**config.mk**
```make
export PLATFORM = sky130hd
export DESIGN_NAME = wave_seq_scheduler_flat
export DESIGN_NICKNAME = d
export VERILOG_FILES = /design/src/rtl/wave_seq_scheduler_pkg.sv /design/src/rtl/wave_seq_scheduler_if.sv /design/src/rtl/wave_seq_scheduler_seg_table.sv /design/src/rtl/wave_seq_scheduler.sv /design/src/flat_wrapper.sv
export SDC_FILE = /design/constraint.sdc
export NUM_CORES = 1
export LEC_CHECK = 0
export ABC_AREA = 1
export CAP_MARGIN = 20
export CORE_MARGIN = 10
export CORE_UTILIZATION = 45
export DETAILED_ROUTE_END_ITERATION = 7
export PLACE_DENSITY = 0.67
export SLEW_MARGIN = 20
export SYNTH_ARGS = -nofsm -noshare
export SYNTH_HDL_FRONTEND = slang
export SYNTH_SLANG_ARGS = --single-unit
```
**constraint.sdc**
```tcl
create_clock -name clock -period 4 [get_ports clock]
set_clock_uncertainty 0.1 [all_clocks]
set_input_delay 0.6 -clock clock [delete_from_list [all_inputs] [get_ports clock]]
set_output_delay 0.6 -clock clock [all_outputs]
set_load 0.005 [all_outputs]
```
**src/rtl/wave_seq_scheduler_pkg.sv**
```systemverilog
// ==== wavegen_pkg : shared types and defaults for the segment sequencer (rev 1.0) ====
`default_nettype none

package wavegen_pkg;

  localparam int FW_DEFAULT        = 13;
  localparam int DW_DEFAULT        = 16;
  localparam int IDLE_WORD_DEFAULT = 0;

  typedef enum logic [0:0] {
    IDLE = 1'b0,
    RUN  = 1'b1
  } state_t;

  typedef struct packed {
    logic [FW_DEFAULT-1:0] freq;
    logic [DW_DEFAULT-1:0] dur;
  } seg_t;

endpackage

`default_nettype wire

```
**src/rtl/wave_seq_scheduler_if.sv**
```systemverilog
// ==== wave_seq_scheduler_if : host config/control and datapath-facing bus (rev 1.0) ====
`default_nettype none

interface wave_seq_scheduler_if #(
  parameter int DEPTH = 8,
  parameter int FW    = 13,
  parameter int DW    = 16
);
  logic                       cfg_we;
  logic [$clog2(DEPTH)-1:0]   cfg_addr;
  logic [FW-1:0]              cfg_freq;
  logic [DW-1:0]              cfg_dur;
  logic [$clog2(DEPTH):0]     num_seg;
  logic                       loop_en;
  logic                       start;
  logic                       stop;
  logic [FW-1:0]              freq_word;
  logic                       busy;
  logic [$clog2(DEPTH)-1:0]   seg_idx;
  logic                       done;

  modport master (
    output cfg_we, cfg_addr, cfg_freq, cfg_dur, num_seg, loop_en, start, stop,
    input  freq_word, busy, seg_idx, done
  );

  modport slave (
    input  cfg_we, cfg_addr, cfg_freq, cfg_dur, num_seg, loop_en, start, stop,
    output freq_word, busy, seg_idx, done
  );
endinterface

`default_nettype wire

```
**src/rtl/wave_seq_scheduler_seg_table.sv**
```systemverilog
// ==== wave_seg_table : DEPTH-entry segment register file, write-through read (rev 1.0) ====
`default_nettype none

module wave_seg_table
  import wavegen_pkg::*;
#(
  parameter int DEPTH = 8,
  parameter int FW    = FW_DEFAULT,
  parameter int DW    = DW_DEFAULT
) (
  input  logic                     clock,
  input  logic                     reset,
  input  logic                     we,
  input  logic [$clog2(DEPTH)-1:0] waddr,
  input  logic [FW-1:0]            wfreq,
  input  logic [DW-1:0]            wdur,
  input  logic [$clog2(DEPTH)-1:0] raddr,
  output logic [FW-1:0]            rfreq,
  output logic [DW-1:0]            rdur
);

  logic [FW-1:0] freq_mem [DEPTH];
  logic [DW-1:0] dur_mem  [DEPTH];

  always_ff @(posedge clock) begin
    if (reset) begin
      for (int i = 0; i < DEPTH; i++) begin
        freq_mem[i] <= '0;
        dur_mem[i]  <= '0;
      end
    end else if (we) begin
      freq_mem[waddr] <= wfreq;
      dur_mem[waddr]  <= wdur;
    end
  end

  // A same-cycle write to the fetched entry must be seen by the fetch
  always_comb begin
    rfreq = freq_mem[raddr];
    rdur  = dur_mem[raddr];
    if (we && (waddr == raddr)) begin
      rfreq = wfreq;
      rdur  = wdur;
    end
  end

endmodule

`default_nettype wire

```
**src/rtl/wave_seq_scheduler.sv**
```systemverilog
// ==== wave_seq_scheduler : steps freq_word through a (freq, duration) table (rev 1.0) ====
`default_nettype none

module wave_seq_scheduler
  import wavegen_pkg::*;
#(
  parameter int            DEPTH     = 8,
  parameter int            FW        = FW_DEFAULT,
  parameter int            DW        = DW_DEFAULT,
  parameter logic [FW-1:0] IDLE_WORD = FW'(IDLE_WORD_DEFAULT)
) (
  input  logic                clock,
  input  logic                reset,
  wave_seq_scheduler_if.slave bus
);

  localparam int            AW      = $clog2(DEPTH);
  localparam int            NW      = AW + 1;
  localparam logic [NW-1:0] DEPTH_N = NW'(DEPTH);

  state_t          state, state_next;
  logic [FW-1:0]   freq_reg, freq_next;
  logic            busy_reg, busy_next;
  logic [AW-1:0]   idx_reg, idx_next;
  logic            done_reg, done_next;
  logic [DW-1:0]   cnt_reg, cnt_next;
  logic [DW-1:0]   term_reg, term_next;
  logic [NW-1:0]   num_reg, num_next;
  logic            loop_reg, loop_next;

  logic [AW-1:0]   fetch_addr;
  logic [FW-1:0]   fetch_freq;
  logic [DW-1:0]   fetch_dur;
  logic [DW-1:0]   fetch_term;
  logic            last_seg;
  logic [AW-1:0]   next_idx;
  logic [NW-1:0]   num_clamped;

  wave_seg_table #(
    .DEPTH (DEPTH),
    .FW    (FW),
    .DW    (DW)
  ) u_table (
    .clock (clock),
    .reset (reset),
    .we    (bus.cfg_we),
    .waddr (bus.cfg_addr),
    .wfreq (bus.cfg_freq),
    .wdur  (bus.cfg_dur),
    .raddr (fetch_addr),
    .rfreq (fetch_freq),
    .rdur  (fetch_dur)
  );

  assign last_seg    = ({1'b0, idx_reg} == (num_reg - NW'(1)));
  assign next_idx    = last_seg ? '0 : idx_reg + AW'(1);
  assign fetch_addr  = (state == IDLE) ? '0 : next_idx;
  // Terminal count is max(dur,1)-1, so dur=0 behaves as a one-cycle segment
  assign fetch_term  = (fetch_dur == '0) ? '0 : fetch_dur - DW'(1);
  assign num_clamped = (bus.num_seg > DEPTH_N) ? DEPTH_N : bus.num_seg;

  always_comb begin
    state_next = state;
    freq_next  = freq_reg;
    busy_next  = busy_reg;
    idx_next   = idx_reg;
    done_next  = 1'b0;
    cnt_next   = cnt_reg;
    term_next  = term_reg;
    num_next   = num_reg;
    loop_next  = loop_reg;

    if (state == IDLE) begin
      freq_next = IDLE_WORD;
      busy_next = 1'b0;
      idx_next  = '0;
      cnt_next  = '0;
      if (bus.start && !bus.stop && (bus.num_seg != '0)) begin
        state_next = RUN;
        num_next   = num_clamped;
        loop_next  = bus.loop_en;
        freq_next  = fetch_freq;
        term_next  = fetch_term;
        busy_next  = 1'b1;
      end
    end else begin
      if (bus.stop) begin
        state_next = IDLE;
        freq_next  = IDLE_WORD;
        busy_next  = 1'b0;
        idx_next   = '0;
        cnt_next   = '0;
      end else if (cnt_reg == term_reg) begin
        if (last_seg && !loop_reg) begin
          state_next = IDLE;
          freq_next  = IDLE_WORD;
          busy_next  = 1'b0;
          idx_next   = '0;
          cnt_next   = '0;
          done_next  = 1'b1;
        end else begin
          freq_next = fetch_freq;
          term_next = fetch_term;
          idx_next  = next_idx;
          cnt_next  = '0;
        end
      end else begin
        cnt_next = cnt_reg + DW'(1);
      end
    end
  end

  always_ff @(posedge clock) begin
    if (reset) begin
      state    <= IDLE;
      freq_reg <= IDLE_WORD;
      busy_reg <= 1'b0;
      idx_reg  <= '0;
      done_reg <= 1'b0;
      cnt_reg  <= '0;
      term_reg <= '0;
      num_reg  <= '0;
      loop_reg <= 1'b0;
    end else begin
      state    <= state_next;
      freq_reg <= freq_next;
      busy_reg <= busy_next;
      idx_reg  <= idx_next;
      done_reg <= done_next;
      cnt_reg  <= cnt_next;
      term_reg <= term_next;
      num_reg  <= num_next;
      loop_reg <= loop_next;
    end
  end

  assign bus.freq_word = freq_reg;
  assign bus.busy      = busy_reg;
  assign bus.seg_idx   = idx_reg;
  assign bus.done      = done_reg;

endmodule

`default_nettype wire

```
**src/flat_wrapper.sv**
```systemverilog
// flat-port wrapper written by rule: the top's interface ports become plain ports
module wave_seq_scheduler_flat import wavegen_pkg::*;
#(
  parameter int            DEPTH     = 8,
  parameter int            FW        = FW_DEFAULT,
  parameter int            DW        = DW_DEFAULT,
  parameter logic [FW-1:0] IDLE_WORD = FW'(IDLE_WORD_DEFAULT)
)
  (clock, reset, bus_cfg_we, bus_cfg_addr, bus_cfg_freq, bus_cfg_dur, bus_num_seg, bus_loop_en, bus_start, bus_stop, bus_freq_word, bus_busy, bus_seg_idx, bus_done);
  wave_seq_scheduler_if #(.DEPTH(DEPTH), .FW(FW), .DW(DW)) bus_i ();
  input  logic clock;
  input  logic reset;
  input wire logic [$bits(bus_i.cfg_we)-1:0] bus_cfg_we;
  input wire logic [$bits(bus_i.cfg_addr)-1:0] bus_cfg_addr;
  input wire logic [$bits(bus_i.cfg_freq)-1:0] bus_cfg_freq;
  input wire logic [$bits(bus_i.cfg_dur)-1:0] bus_cfg_dur;
  input wire logic [$bits(bus_i.num_seg)-1:0] bus_num_seg;
  input wire logic [$bits(bus_i.loop_en)-1:0] bus_loop_en;
  input wire logic [$bits(bus_i.start)-1:0] bus_start;
  input wire logic [$bits(bus_i.stop)-1:0] bus_stop;
  output wire logic [$bits(bus_i.freq_word)-1:0] bus_freq_word;
  output wire logic [$bits(bus_i.busy)-1:0] bus_busy;
  output wire logic [$bits(bus_i.seg_idx)-1:0] bus_seg_idx;
  output wire logic [$bits(bus_i.done)-1:0] bus_done;
  assign bus_i.cfg_we = bus_cfg_we;
  assign bus_i.cfg_addr = bus_cfg_addr;
  assign bus_i.cfg_freq = bus_cfg_freq;
  assign bus_i.cfg_dur = bus_cfg_dur;
  assign bus_i.num_seg = bus_num_seg;
  assign bus_i.loop_en = bus_loop_en;
  assign bus_i.start = bus_start;
  assign bus_i.stop = bus_stop;
  assign bus_freq_word = bus_i.freq_word;
  assign bus_busy = bus_i.busy;
  assign bus_seg_idx = bus_i.seg_idx;
  assign bus_done = bus_i.done;
  wave_seq_scheduler #(.DEPTH(DEPTH), .FW(FW), .DW(DW), .IDLE_WORD(IDLE_WORD)) u_core (.clock(clock), .reset(reset), .bus(bus_i));
endmodule
```
# == After elaboration in Yosys (flattened, before gate mapping) ==
# Memories as Yosys holds them, arrays and structs flattened.
# Index checks and enable logic that the tools add are counted.
# W data, S select, Z words.
# totals
wordCells,81
mem_bits_rw,232
out_inout_bits,18
latchBits,0
ff_bits,56
rom_bits,0
n_memories,2
# memory_table
memory,depth,width,read_ports,rd_ports_with_merged_regs,write_ports,line,text
u_core.u_table.dur_mem,8,16,1,0,8,wave_seq_scheduler_seg_table.sv:23,logic [DW-1:0] dur_mem [DEPTH];
u_core.u_table.freq_mem,8,13,1,0,8,wave_seq_scheduler_seg_table.sv:22,logic [FW-1:0] freq_mem [DEPTH];
# classes
n_reduce_logical,17
n_bitwise,2
div_mod_pow,0
n_eq_ne,8
shifts,0
n_mul,0
addsub,4
n_lt_le_gt_ge,1
n_mux,38
# op_table
cell,count
$mux W16,8
$mux W13,7
$mux W1,17
$add A16 B1 Y16 const B,1
$eq A16 B16 Y1,1
$logic_not A16 Y1,1
$reduce_or A16 Y1,1
$sub A16 B1 Y16 const B,1
$mux W3,5
$reduce_or A13 Y1,1
$reduce_or A4 Y1,2
$ne A2 B2 Y1 const B,3
$ne A3 B3 Y1 const B,2
$eq A3 B4 Y1,1
$gt A4 B4 Y1 const B,1
$logic_and A1 B1 Y1,4
$mux W4,1
$reduce_and A2 Y1,2
$reduce_and A4 Y1,1
$reduce_bool A4 Y1,1
$sub A4 B1 Y4 const B,1
$add A3 B1 Y3 const B,1
$eq A3 B3 Y1,1
$reduce_or A3 Y1,1
other kinds (3),5

# == Logic depth before layout (Yosys ltp) ==
# Gate-level depths: netlist of the first run.
# logic_depth
ltp_word,13
ltp_mapped,26

# == Cells and area by module ==
# From an unflattened synthesis of the first run, not the netlist that was laid out.
# hier_totals
cells_unflattened,1820
hier_area_um2,14527.7
# by_module_without_submodules
mod,area_each_um2,seq_area_each_um2,instances,cells_per_inst
wave_seg_table,11323.4,6966.7,1,1301
wave_seq_scheduler,3204.3,1121.1,1,519

# == Least setup slack after synthesis of the first run ==
# Ideal clock, no wire load.
# synth_path
path_type,reg2reg
from,register u_core.num_reg[0]
to,register u_core.term_reg[11]
stages_incl_launch_ff,25
slack_ps,995
synth_period_minus_slack_ps,3005
arrival_ps,2773
path_buffers,2
cell_sequence,dfxtp_1 inv_2 ha_1 xnor2_1 nor2_2 nand3_4 nand3_1 nand2_1 nand2_1 nor2_2 nand2_2 inv_4 buf_6 nand2_1 nand2_1 inv_2 ha_1 inv_1 nor2_2 nand3_2 nor2_4 a21oi_2 buf_4 nand2_1 a21oi_1
# synth_between
elab_chain_len,13
# synth_lines
item,line,text
from (decl),wave_seq_scheduler.sv:28,"logic [NW-1:0] num_reg, num_next;"
from (signal assigned),wave_seq_scheduler.sv:132,num_reg <= num_next;
$sub A4 B1 Y4 (*),wave_seq_scheduler.sv:55,"assign last_seg = ({1'b0, idx_reg} == (num_reg - NW'(1)));"
$eq A3 B4 Y1 (*),wave_seq_scheduler.sv:55,
branches (longest 11 deep; another with $mem_v2 Z8 W16),--,
to (signal assigned),wave_seq_scheduler.sv:131,term_reg <= term_next;
to (decl),wave_seq_scheduler.sv:27,"logic [DW-1:0] term_reg, term_next;"
# Mark *: on every way between the ends. The select of a mux whose other input is x is not followed.
# A chain may end at the register's enable or synchronous reset.

# == Worst setup path in the final report of the first run ==
# layout_path
from,register u_core.num_reg[0]
to,register u_core.term_reg[2]
# The elaborated chain is that of the path after synthesis.

==> impl_metrics.py, run 1 <==
metrics = {
    "status": {
        "status": "finished, final reports clean",
    },
    "sta": {
        "fin_crit_ns": 3.76,
        "max_freq_mhz": 266,
        "slew_headroom_pct": 49.3,
        "finalWorstSetupSlack_ns": 0.239,
        "maxSlewViolCount": 0,
        "tns_ns": 0,
        "setup_viol": 0,
        "period_share_pct": 94.0,
        "rsz0062_at_grt": "false",
        "worst_pin_slew_ns": 0.759,
        "hold_viol": 0,
    },
    "finish": {
        "final_nets": 1690,
        "area_growth_pct": 16.0,
        "fin_cells": 2066,
        "regMostFlops": "u_core.u_table.dur_mem",
        "largest_register_ffs": 128,
        "reg_top3": "u_core.u_table.dur_mem: 128 flops, u_core.u_table.freq_mem: 104 flops",
        "drive_gt1_share_pct": 8.39,
    },
    "global_route": {
        "grtUsageMet2_pct": 33.3,
        "gr-usage-met1_pct": 26.8,
        "antenna_found_initial": 2,
        "grt_usage_pct": 20.4,
        "grt.busiest_layer": "met2",
        "grt_overflow": 0,
        "gr-usage-met3_pct": 4.28,
        "grt_start_max_net_pins": 59,
        "grt_pass1_vias": 11100,
        "grt_pass1_wl_um": 62800,
    },
    "synthesis": {
        "synth_edf_count": 232,
        "synth_area_leaders": "edfxtp_1 50%, nand2_1 8.3%, dfxtp_1 8.0%",
        "synthArstFlopShare_pct": 0,
        "yosysTopAreaCell": "edfxtp_1",
        "synth.top_cell.area_share_pct": 49.7,
        "yosysSeqAreaShare_pct": 57.6,
        "synthTopCellsByCount": "311 x nand2_1, 293 x nor2_1, 232 x edfxtp_1, 190 x inv_1, 155 x nand3_1",
        "synthCells": 1589,
        "avgSynthCellArea_sq_um": 8.83,
        "syn_nets": 1635,
        "synth_most_common_cell": "nand2_1",
        "yosys_warnings": 0,
        "ys_types": 46,
        "synth_area_sq_um": 14000,
        "synth_seq_cells": 288,
        "ys.flop_type": "edfxtp_1",
    },
    "placement": {
        "gp_congestion": 0.950,
        "dp.cells": 1999,
        "port_buffers": 59,
        "hpwl_um": 24900,
        "place_ws_ns": 0.184,
    },
    "die": {
        "core-area_sq_um": 30700,
        "die_h_um": 197,
        "initial_core_util_pct": 45.7,
        "ioPinCount": 60,
        "die-width_um": 197,
        "num_rows": 64,
        "dieArea_sq_um": 38600,
    },
    "pwr": {
        "cellLeakagePower_nw": 6.75,
        "p_total_mw": 7.29,
        "ir_drop_v": 0.000267,
        "powerDensity_nw_per_um2": 448,
    },
    "detailed_routing": {
        "final_antenna_net_count": 0,
        "drc": 0,
        "first_pass_iters": 5,
        "routed_via_density": 5.51,
        "routed_wl_um": 40000,
        "drt_first_iter_violations": 1287,
        "vias": 11400,
        "drt-wirelength-per-cell_um": 19.3,
    },
    "cts": {
        "clkLatencyLatePin_ns": 0.53,
        "cts.htree.levels": 2,
        "cts_buffers": 34,
        "path_clk_slew_ns": 0.06,
        "cts.sinks": 288,
        "clk_path_buf_depth": 3,
        "cts_tree": "built",
        "cts-root-buf": "clkbuf_16",
    },
    "critical_path": {
        "cp-end-kind": "flip-flop",
        "worstSetupPathType": "reg -> reg",
        "worstPathRequired_ns": 4.35,
        "cp_max_fo": 30,
        "cp_data_arrival_time_ns": 4.11,
        "cp-start-kind": "flip-flop",
    },
    "job": {
        "max_cap_violations": 0,
    },
    "hold_path": {
        "hp-class": "reg -> reg",
    },
}
layout make-up:
cell class,count,area [sq um]
Fill cell,2781,14400
Clock buffer,45,922
Inverter,199,753
Multi-Input combinational cell,1009,4770
Clock inverter,16,175
Sequential cell,288,8090
Tap cell,396,495
Timing Repair Buffer,112,1060
Antenna cell,1,2.50
cells in the final DEF, fill, tap and decap left out, types with 3 or more instances in the layout:
cell,instances
nand4_1,64
nand3_4,3
xnor2_1,3
nor2_1,293
a31oi_1,24
ha_1,4
clkinv_2,8
nor2_4,3
o211ai_1,16
a221oi_1,12
a21oi_1,27
nand3_1,154
edfxtp_1,232
a22oi_1,3
nor4_1,4
nor3_1,9
nand2_1,311
buf_4,47
xor2_1,21
nor2_2,6
clkbuf_16,34
bufinv_16,3
clkdlybuf4s50_1,59
clkbuf_8,3
clkbuf_1,8
inv_2,7
buf_12,6
o22ai_1,3
inv_1,189
nor3b_1,3
dfxtp_1,55
or2_2,5
o21ai_0,20
critical path, stage by stage, from the launching register on:
cell     delay, ns
dfxtp_1       0.36
inv_2         0.06
ha_1          0.30
xnor2_1       0.17
nor2_2        0.07
nand3_4       0.21
buf_4         0.37
nand4_1       0.14
nand2_1       0.11
nor2_2        0.04
nand2_2       0.18
buf_4         0.28
buf_4         0.26
nand3_1       0.11
nand2_1       0.12
nor2_1        0.07
nand2_1       0.11
inv_2         0.06
a21oi_4       0.27
o21ai_0       0.14
a21oi_1       0.13
logic make-up after synthesis:
group,share of synthesized area [%]
adders and majority gates,0.357
xor gates and xnor gates,1.50
muxes,0.143
AOI/OAI and AO/OA,5.15
buffers and inverters,8.47
DFF,57.6
and+or+nand+nor,26.7
layer usage:
metal	routed length, um	part of all wire (%)
met5	13	0.033
met4	780	2.0
met3	3970	9.9
met2	18800	47
met1	16400	41
metrics by stage:
stage,utilization [%],hold WS [ns],instance area [sq um]
final,53.1,0.374,16300
after global routing,53.1,0.404,16300
after CTS,52.9,0.379,16200
after detailed placement,49.3,0.368,15100
after global placement,49.3,0.358,15100
after floorplan,-,0.340,14000
final timing paths:
kind / startpoint / slack, ns / endpoint / cells after the start
worst min-delay path: u_core.cnt_reg[0] / 0.37 / u_core.cnt_reg[0] / 1
worst max-delay path: u_core.num_reg[0] / 0.24 / u_core.term_reg[2] / 20
worst min register to register: u_core.cnt_reg[0] / 0.37 / u_core.cnt_reg[0] / 1
worst max register to register: u_core.num_reg[0] / 0.24 / u_core.term_reg[2] / 20
power by group:
| part | total (mW) | switching, mW | internal (mW) | leakage [nW] |
|---|---|---|---|---|
| clock | 3.07 | 1.24 | 1.83 | 0.541 |
| sequential | 3.47 | 0.0610 | 3.41 | 2.68 |
| combinational | 0.754 | 0.504 | 0.250 | 3.53 |
| total | 7.29 | 1.80 | 5.49 | 6.75 |
timing repair:
item,in CTS,in global routing
resized for setup,0,2
hold buffers,0,0
setup buffers,0,5
endpoints found under the setup margin,0,12
Power figures use the tool's default switching activity.
==> run 2: changes to the inputs <==
--- a/config.mk
+++ b/config.mk
@@ -11,7 +11,9 @@
 export CORE_UTILIZATION = 45
 export DETAILED_ROUTE_END_ITERATION = 7
 export PLACE_DENSITY = 0.67
+export SKIP_CTS_REPAIR_TIMING = 1
 export SLEW_MARGIN = 20
 export SYNTH_ARGS = -nofsm -noshare
 export SYNTH_HDL_FRONTEND = slang
 export SYNTH_SLANG_ARGS = --single-unit
+export TNS_END_PERCENT = 10
==> impl_metrics.py, run 2 (synthesized netlist as in run 1, its figures left out) <==
metrics = {
    "detailed_routing": {
        "routed_wl_um": 39900,
        "drt-wirelength-per-cell_um": 19.4,
        "drc": 0,
        "routed_via_density": 5.52,
        "first_pass_iters": 6,
        "final_antenna_net_count": 0,
        "drt_first_iter_violations": 1202,
        "vias": 11400,
    },
    "global_route": {
        "grt_usage_pct": 20.4,
        "grt_pass1_wl_um": 62800,
        "grt_overflow": 0,
        "grt_pass1_vias": 11100,
        "antenna_found_initial": 2,
        "grt_start_max_net_pins": 59,
    },
    "cts": {
        "clkLatencyLatePin_ns": 0.52,
        "cts_buffers": 34,
        "clk_path_buf_depth": 3,
        "path_clk_slew_ns": 0.06,
        "cts.sinks": 288,
        "cts.htree.levels": 2,
        "cts_tree": "built",
        "cts-root-buf": "clkbuf_16",
    },
    "critical_path": {
        "cp_max_fo": 30,
        "cp-end-kind": "flip-flop",
        "slowest_delay_ns": 0.37,
        "cp_data_arrival_time_ns": 4.12,
        "worstPathRequired_ns": 4.35,
        "cp-start-kind": "flip-flop",
        "crit_chain": "inv_2, ha_1, xnor2_1, nor2_2, nand3_4, buf_4, nand4_1, nand2_1, nor2_2, nand2_2, buf_4, buf_4, nand3_1, nand2_1, nor2_1, nand2_1, inv_2, a21oi_4, o21ai_0, a21oi_1",
        "worstSetupPathType": "reg -> reg",
        "critical_path.slowest_cell": "buf_4",
    },
    "finish": {
        "area_growth_pct": 15.6,
        "layout_commonest_cell": "nand2_1",
        "regMostFlops": "u_core.u_table.dur_mem",
        "final_nets": 1685,
        "drive_gt1_share_pct": 8.05,
        "largest_register_ffs": 128,
        "fillCellCount": 2787,
        "postLayoutCoreUtil_pct": 52.9,
        "fin_cells": 2061,
        "layout_common_cells": "311 x nand2_1, 293 x nor2_1, 232 x edfxtp_1, 190 x inv_1, 154 x nand3_1",
        "reg_top3": "u_core.u_table.dur_mem: 128 flops, u_core.u_table.freq_mem: 104 flops",
    },
    "die": {
        "num_rows": 64,
        "die-width_um": 197,
        "dieArea_sq_um": 38600,
        "core-area_sq_um": 30700,
        "ioPinCount": 60,
        "initial_core_util_pct": 45.7,
        "die_h_um": 197,
    },
    "sta": {
        "worst_pin_slew_ns": 0.757,
        "hold_viol": 0,
        "finalWorstSetupSlack_ns": 0.229,
        "rsz0062_at_grt": "true",
        "maxSlewViolCount": 0,
        "setup_viol": 0,
        "period_share_pct": 94.3,
        "slew_headroom_pct": 49.4,
        "max_freq_mhz": 265,
        "fin_crit_ns": 3.77,
    },
    "pwr": {
        "cellLeakagePower_nw": 6.73,
        "power_switching_share_pct": 24.7,
        "ir_drop_v": 0.000263,
        "p_comb_share_pct": 10.2,
        "p_int_mw": 5.48,
        "powerDensity_nw_per_um2": 449,
        "power_frac_seq_pct": 47.7,
        "p_sw_mw": 1.80,
        "p_total_mw": 7.28,
        "clkPwrFrac_pct": 42.1,
    },
    "placement": {
        "place_ws_ns": 0.184,
        "gp_congestion": 0.950,
        "dp.cells": 1999,
        "hpwl_um": 24900,
        "port_buffers": 59,
    },
    "hold_path": {
        "hp-class": "reg -> reg",
    },
    "status": {
        "status": "finished, final reports clean",
    },
    "job": {
        "max_cap_violations": 0,
    },
}
run 2: cell types whose count changed in the layout (fill, tap and decap cells not counted), sizes merged:
cell | previous run | this run
clkinvlp | 2 | 1
buf | 53 | 48
inv | 199 | 200
run 2: stage by stage:
stage	TNS [ns]	hold WS [ns]	instance area, sq um
3_3_place_gp	0	0.358	15100
4_1_cts	0	0.379	16200
5_1_grt	-0.123	0.404	16200
3_5_place_dp	0	0.368	15100
6_report	0	0.373	16200
2_1_floorplan	0	0.340	14000
run 2: layout make-up:
type / count / area [sq um] / share of cell area, %
sequential: 288 / 8090 / 49.9
clock buffer: 45 / 922 / 5.69
inverter: 199 / 749 / 4.62
tap: 396 / 495 / 3.05
timing repair buffer: 107 / 1010 / 6.25
multi-input combinational: 1009 / 4770 / 29.4
antenna: 1 / 2.50 / 0.0154
clock inverter: 16 / 175 / 1.08
run 2: worst max-delay path, delay by kind of cell, from the launching register on:
kind | cells | cell delay, ns
xor gates and xnor gates | 1 | 0.17
buffers and inverters | 5 | 1.04
AOI/OAI and AO/OA | 3 | 0.55
adders and majority gates | 1 | 0.30
and+or+nand+nor | 10 | 1.17
DFF | 1 | 0.36
run 2: path summary, 6_finish.rpt:
check             cells after the start                 end              start  slack, ns
setup reg to reg                     20  u_core.term_reg[2]  u_core.num_reg[0]       0.23
setup / recovery                     20  u_core.term_reg[2]  u_core.num_reg[0]       0.23
hold reg to reg                       1   u_core.cnt_reg[0]  u_core.cnt_reg[0]       0.37
hold / removal                        1   u_core.cnt_reg[0]  u_core.cnt_reg[0]       0.37
run 2: layer usage:
metal  vias to the layer above  routed length, um  global-route usage, %
met5                         -                 13                      0
met4                         2                835                   5.56
met3                        71               3830                   4.28
met2                       536              18800                   33.3
met1                      5406              16400                   26.8
li1                       5372                  -                      -
run 2: power by group through the flow:
stage	Combinational (mW)	Clock [mW]	Sequential, mW
detailed placement	0.734	0	3.53
global placement	0.725	0	3.53
floorplan	0.467	0	3.52
global route	0.827	3.21	3.49
finish	0.743	3.06	3.47
CTS	0.738	3.09	3.47
